===== src/rtl/bucket_streamer.sv =====
// bucket_streamer: buffers a classified byte frame in four per-class buckets,
// then streams them out in class order (0..3) with a marked final byte.
`default_nettype none

module bucket_streamer #(
  parameter int DATA_W = 8,
  parameter int DEPTH  = 8
) (
  input  logic              clk,
  input  logic              reset,
  input  logic              in_valid,
  output logic              in_ready,
  input  logic [DATA_W-1:0] in_data,
  input  logic [1:0]        in_class,
  input  logic              in_last,
  output logic              out_valid,
  input  logic              out_ready,
  output logic [DATA_W-1:0] out_data,
  output logic [1:0]        out_class,
  output logic              out_last,
  output logic              done,
  output logic              overflow
);

  localparam int AW = $clog2(DEPTH);
  localparam int CW = AW + 1;
  localparam logic [CW-1:0] FULL = CW'(DEPTH);

  typedef enum logic [1:0] {FILL, LOAD, DRAIN} state_t;

  state_t state, state_nxt;

  logic [DATA_W-1:0] mem [4][DEPTH];
  // During a drain, count holds the items not yet moved into the output register.
  logic [CW-1:0]     count [4];
  logic [AW-1:0]     rptr [4];

  logic [1:0] sel;
  logic       any_left;
  logic       higher_left;
  logic       sel_last;
  logic       in_fire;
  logic       out_fire;
  logic       wr_en;
  logic       load_item;
  logic       clear_all;

  assign in_ready  = (state == FILL);
  assign in_fire   = in_valid & in_ready;
  assign out_fire  = out_valid & out_ready;
  assign wr_en     = in_fire && (count[in_class] != FULL);
  assign load_item = ((state == LOAD) && any_left) ||
                     ((state == DRAIN) && out_fire && !out_last);
  assign clear_all = ((state == LOAD) && !any_left) ||
                     ((state == DRAIN) && out_fire && out_last);

  // Lowest non-empty class, and whether its next item is the frame's last.
  always_comb begin
    sel         = 2'd0;
    any_left    = 1'b0;
    higher_left = 1'b0;
    for (int i = 3; i >= 0; i--) begin
      if (count[i] != '0) begin
        sel      = 2'(i);
        any_left = 1'b1;
      end
    end
    for (int i = 0; i < 4; i++) begin
      if ((2'(i) > sel) && (count[i] != '0)) begin
        higher_left = 1'b1;
      end
    end
    sel_last = (count[sel] == CW'(1)) && !higher_left;
  end

  always_ff @(posedge clk) begin
    if (wr_en) begin
      mem[in_class][count[in_class][AW-1:0]] <= in_data;
    end
  end

  always_ff @(posedge clk or posedge reset) begin
    if (reset) begin
      state <= FILL;
    end else begin
      state <= state_nxt;
    end
  end

  always_comb begin
    state_nxt = state;
    case (state)
      FILL:    if (in_fire && in_last) state_nxt = LOAD;
      LOAD:    state_nxt = any_left ? DRAIN : FILL;
      DRAIN:   if (out_fire && out_last) state_nxt = FILL;
      default: state_nxt = FILL;
    endcase
  end

  always_ff @(posedge clk or posedge reset) begin
    if (reset) begin
      for (int i = 0; i < 4; i++) begin
        count[i] <= '0;
        rptr[i]  <= '0;
      end
      out_valid <= 1'b0;
      out_last  <= 1'b0;
      out_data  <= '0;
      out_class <= 2'd0;
      done      <= 1'b0;
      overflow  <= 1'b0;
    end else begin
      done <= 1'b0;
      if (in_fire) begin
        if (wr_en) begin
          count[in_class] <= count[in_class] + CW'(1);
        end else begin
          overflow <= 1'b1;
        end
      end
      if (load_item) begin
        out_data   <= mem[sel][rptr[sel]];
        out_class  <= sel;
        out_last   <= sel_last;
        out_valid  <= 1'b1;
        count[sel] <= count[sel] - CW'(1);
        rptr[sel]  <= rptr[sel] + AW'(1);
      end
      if (clear_all) begin
        for (int i = 0; i < 4; i++) begin
          count[i] <= '0;
          rptr[i]  <= '0;
        end
        out_valid <= 1'b0;
        out_last  <= 1'b0;
        done      <= 1'b1;
      end
    end
  end

endmodule

`default_nettype wire


===== config.mk =====
export PLATFORM = sky130hd
export DESIGN_NAME = bucket_streamer
export DESIGN_NICKNAME = d
export VERILOG_FILES = /design/src/rtl/bucket_streamer.sv
export SDC_FILE = /design/constraint.sdc
export NUM_CORES = 1
export LEC_CHECK = 0
export ABC_AREA = 1
export BUFFER_PORTS_ARGS = -buffer_cell sky130_fd_sc_hd__buf_2
export CORE_MARGIN = 2
export CORE_UTILIZATION = 50
export DETAILED_ROUTE_END_ITERATION = 8
export PLACE_DENSITY = 0.79
export SYNTH_ARGS = -nofsm -noshare
export SYNTH_HDL_FRONTEND = slang
export SYNTH_SLANG_ARGS = --single-unit

===== constraint.sdc =====
create_clock -name clk -period 2.2 [get_ports clk]
set_input_delay 0.33 -clock clk [delete_from_list [all_inputs] [get_ports clk]]
set_output_delay 0.33 -clock clk [all_outputs]
set_load 0.02 [all_outputs]

==> impl_metrics.json <==
{
  "maxCapViolCount": 0,
  "grt_max_degree": 35,
  "layout-drive-gt1-share": 0.300,
  "cp.required_ns": 2.70,
  "start_util": 0.511,
  "synthArstFlopShare": 0.147,
  "cellLeakagePower_nw": 6.97,
  "stdcell_area_sq_um": 17200,
  "finalCoreUtilization": 0.657,
  "critPathArrivalTime_ns": 2.80,
  "violations": "setup timing",
  "final_cells": 1825,
  "yosys.area.top_type": "edfxtp_1",
  "cp_num_buf_inv": 3,
  "crit_top_cell": "nand3_2",
  "synth_area_sq_um": 13400,
  "crit_chain": "nor2_4 -> nand3_4 -> nor2_8 -> buf_6 -> nand3_4 -> or2_4 -> nand3_2 -> buf_12 -> buf_4 -> nand3_1 -> nand3_2 -> nand3_2 -> nand2_1",
  "place.gp.congestion": 0.984,
  "hold_viol": 0,
  "grt_pass1_vias": 10278,
  "vias": 10770,
  "syn_inst": 1298,
  "synth_area_leaders": "edfxtp_1 (57%), nand2_1 (13%), dfrtp_1 (8.2%)",
  "cts-root-buf": "clkbuf_16",
  "relSlewSlack": 0.465,
  "die_height_um": 168,
  "critPathKind": "reg2reg",
  "cts_tree": "built",
  "place_inst": 1743,
  "fin_worst_skew_ns": 0.0196,
  "hpwl_um": 25000,
  "cp_slowest_cell": "dfrtp_1",
  "post-route-period-util": 1.04,
  "synth_edf_count": 256,
  "dp_slack_ns": -0.199,
  "grt_overflow_total": 0,
  "core_area_sq_um": 26200,
  "drtPass1Iterations": 6,
  "tightest_slew_ns": 0.803,
  "worstHoldPathType": "in2reg",
  "grt_usage": 0.273,
  "clk_pin_slew_worst_paths_ns": 0.07,
  "avgSynthCellArea_sq_um": 10.3,
  "antenna_found_initial": 0,
  "p_per_area_nw_per_um2": 668,
  "rsz0062_at_grt": "yes",
  "ir_drop_mv": 0.621,
  "layout.nets": 1491,
  "status": "finished, violations left",
  "rows": 59,
  "drt-total-wl_um": 40000,
  "crit_fanout": 9,
  "die-width_um": 168,
  "synth_top_area_share": 0.574,
  "synth-main-ff-cell": "edfxtp_1",
  "avgRoutedWirePerCell_um": 21.9,
  "antenna_left": 0,
  "cts.path.max_buffers": 3,
  "dieArea_sq_um": 28100,
  "drc": 0,
  "port_buffers": 29,
  "cts_made_buffers": 30,
  "ys_ff_latch": 300,
  "setup_slack_ns": -0.0975,
  "slowest_delay_ns": 0.42,
  "cp_top_family": "simple AND/OR/NAND/NOR gates",
  "final.setup.tns_ns": -1.10,
  "max_freq_mhz": 435,
  "syn_to_final_growth_pct": 28.6,
  "cts.sinks": 300,
  "via_per_inst": 5.90,
  "post_dp_cell_area_sq_um": 15200,
  "clk_latency_ns": 0.57,
  "end_kind": "flop",
  "seqPwrFrac": 0.537,
  "diodes": 0,
  "grt_pass1_wl_um": 58700,
  "power.switching_mw": 2.37,
  "cts_max_level": 1,
  "power_frac_comb": 0.023,
  "p_sw_frac": 0.206,
  "setup_viol": 34,
  "crit_path_start_kind": "flop",
  "syn_nets": 1317,
  "synth_cell_types": 42,
  "io_pins": 30,
  "ys_seq_area_frac": 0.656,
  "drt-initial-drc-count": 1471,
  "min_period_ns": 2.30,
  "drv_slew": 0,
  "p_int_mw": 9.14,
  "yosysWarnings": 0,
  "pwr-share-clk": 0.440
}
## synthesized netlist by cell type, types with 7 or more instances
master	instances
inv_1	52
inv_2	18
nand4_1	33
nand2_1	470
nor2_1	78
buf_2	26
o21ai_1	16
o21ai_0	17
nor2_2	10
buf_6	11
edfxtp_1	256
dfrtp_1	44
nand3_1	139
o22ai_1	7
a21oi_1	39
o211ai_1	10
clkbuf_1	14
## cell families after synthesis
family | count (synthesis) | share of synthesized area
compound gates | 108 | 0.0493
xor+xnor | 3 | 0.00252
fa+ha+maj | 4 | 0.00374
buf+inv | 131 | 0.0474
flops | 300 | 0.656
simple gates | 752 | 0.241
## flip-flops by register name, summed over array words and instances (netlist names)
signal and count:
rptr 12, out_valid 1, mem 256, out_data 8, done 1, overflow 1, out_class 2, count 16
out_last 1, state 2
## metal layers
layer  share of wire  up-vias  track usage
met5               0        -            0
met1            0.38     5218        0.363
met4           0.041        0        0.101
li1                -     4783            -
met3           0.090      136       0.0459
met2            0.49      633        0.454
## cell type report
class / instances / area, sq um
fillers: 1819 / 8980
flip-flops and latches: 300 / 8790
multi-input cells: 867 / 4900
repair buffers: 201 / 1850
clock buffers: 35 / 790
well taps: 335 / 419
inverters: 72 / 300
clock inverters: 15 / 175
## final timing paths
check	start	to	slack (ns)	cells after the start
setup / recovery	count[8]	out_data[3]	-0.1	13
hold / removal	in_valid	state[0]	0.03	3
setup reg to reg	count[8]	out_data[3]	-0.1	13
hold reg to reg	out_class[1]	out_class[1]	0.47	2
max in group asynchronous	reset	rptr[0]	1.19	4
min in group asynchronous	reset	count[6]	0.39	3
## per-stage QoR
step                hold slack, ns  power, mW
floorplan                    0.429       6.37
global placement             0.406       6.53
detailed placement           0.411       6.54
CTS                         0.0318       11.5
global route                0.0456       11.8
finish                      0.0333       11.5
## cell usage in the layout (no fill, tap or decap), types with 5 or more instances in the layout
cell type and n:
nand2_1 438, edfxtp_1 256, buf_4 125, nand3_1 101, dfrtp_1 44, inv_1 41
nor2_4 40, nand3_2 34, a21oi_1 34, nand4_1 33, clkbuf_16 32, nor2_1 31
buf_2 29, buf_12 23, nand2_2 22, inv_2 21, nor2_2 18, o21ai_1 18
buf_6 18, nand2_4 16, o21ai_0 12, o211ai_1 10, nand3_4 9, inv_4 7
nand2_8 5, a22oi_1 5, clkinvlp_4 5, a21oi_2 5, o22ai_1 5, clkinv_2 5
## power groups by stage
stage	Combinational, mW	Clock, mW	Sequential (mW)
floorplan	0.0763	0	6.29
global placement	0.239	0	6.29
detailed placement	0.246	0	6.29
CTS	0.249	5.08	6.17
global route	0.277	5.32	6.17
finish	0.265	5.07	6.17
## tightest hold or removal path, delay by kind of cell
kind | cells | cell delay (ns)
buffers and inverters | 1 | 0.09
AND/OR/NAND/NOR | 2 | 0.13
## timing repair
action,in CTS,in global routing
hold endpoints to repair,26,0
pin swaps,13,50
cloned,0,2
buffers inserted,8,21
resized for setup,37,126
setup endpoints to repair,43,291
hold buffers,2,0
(Power assumes the default switching activity.)
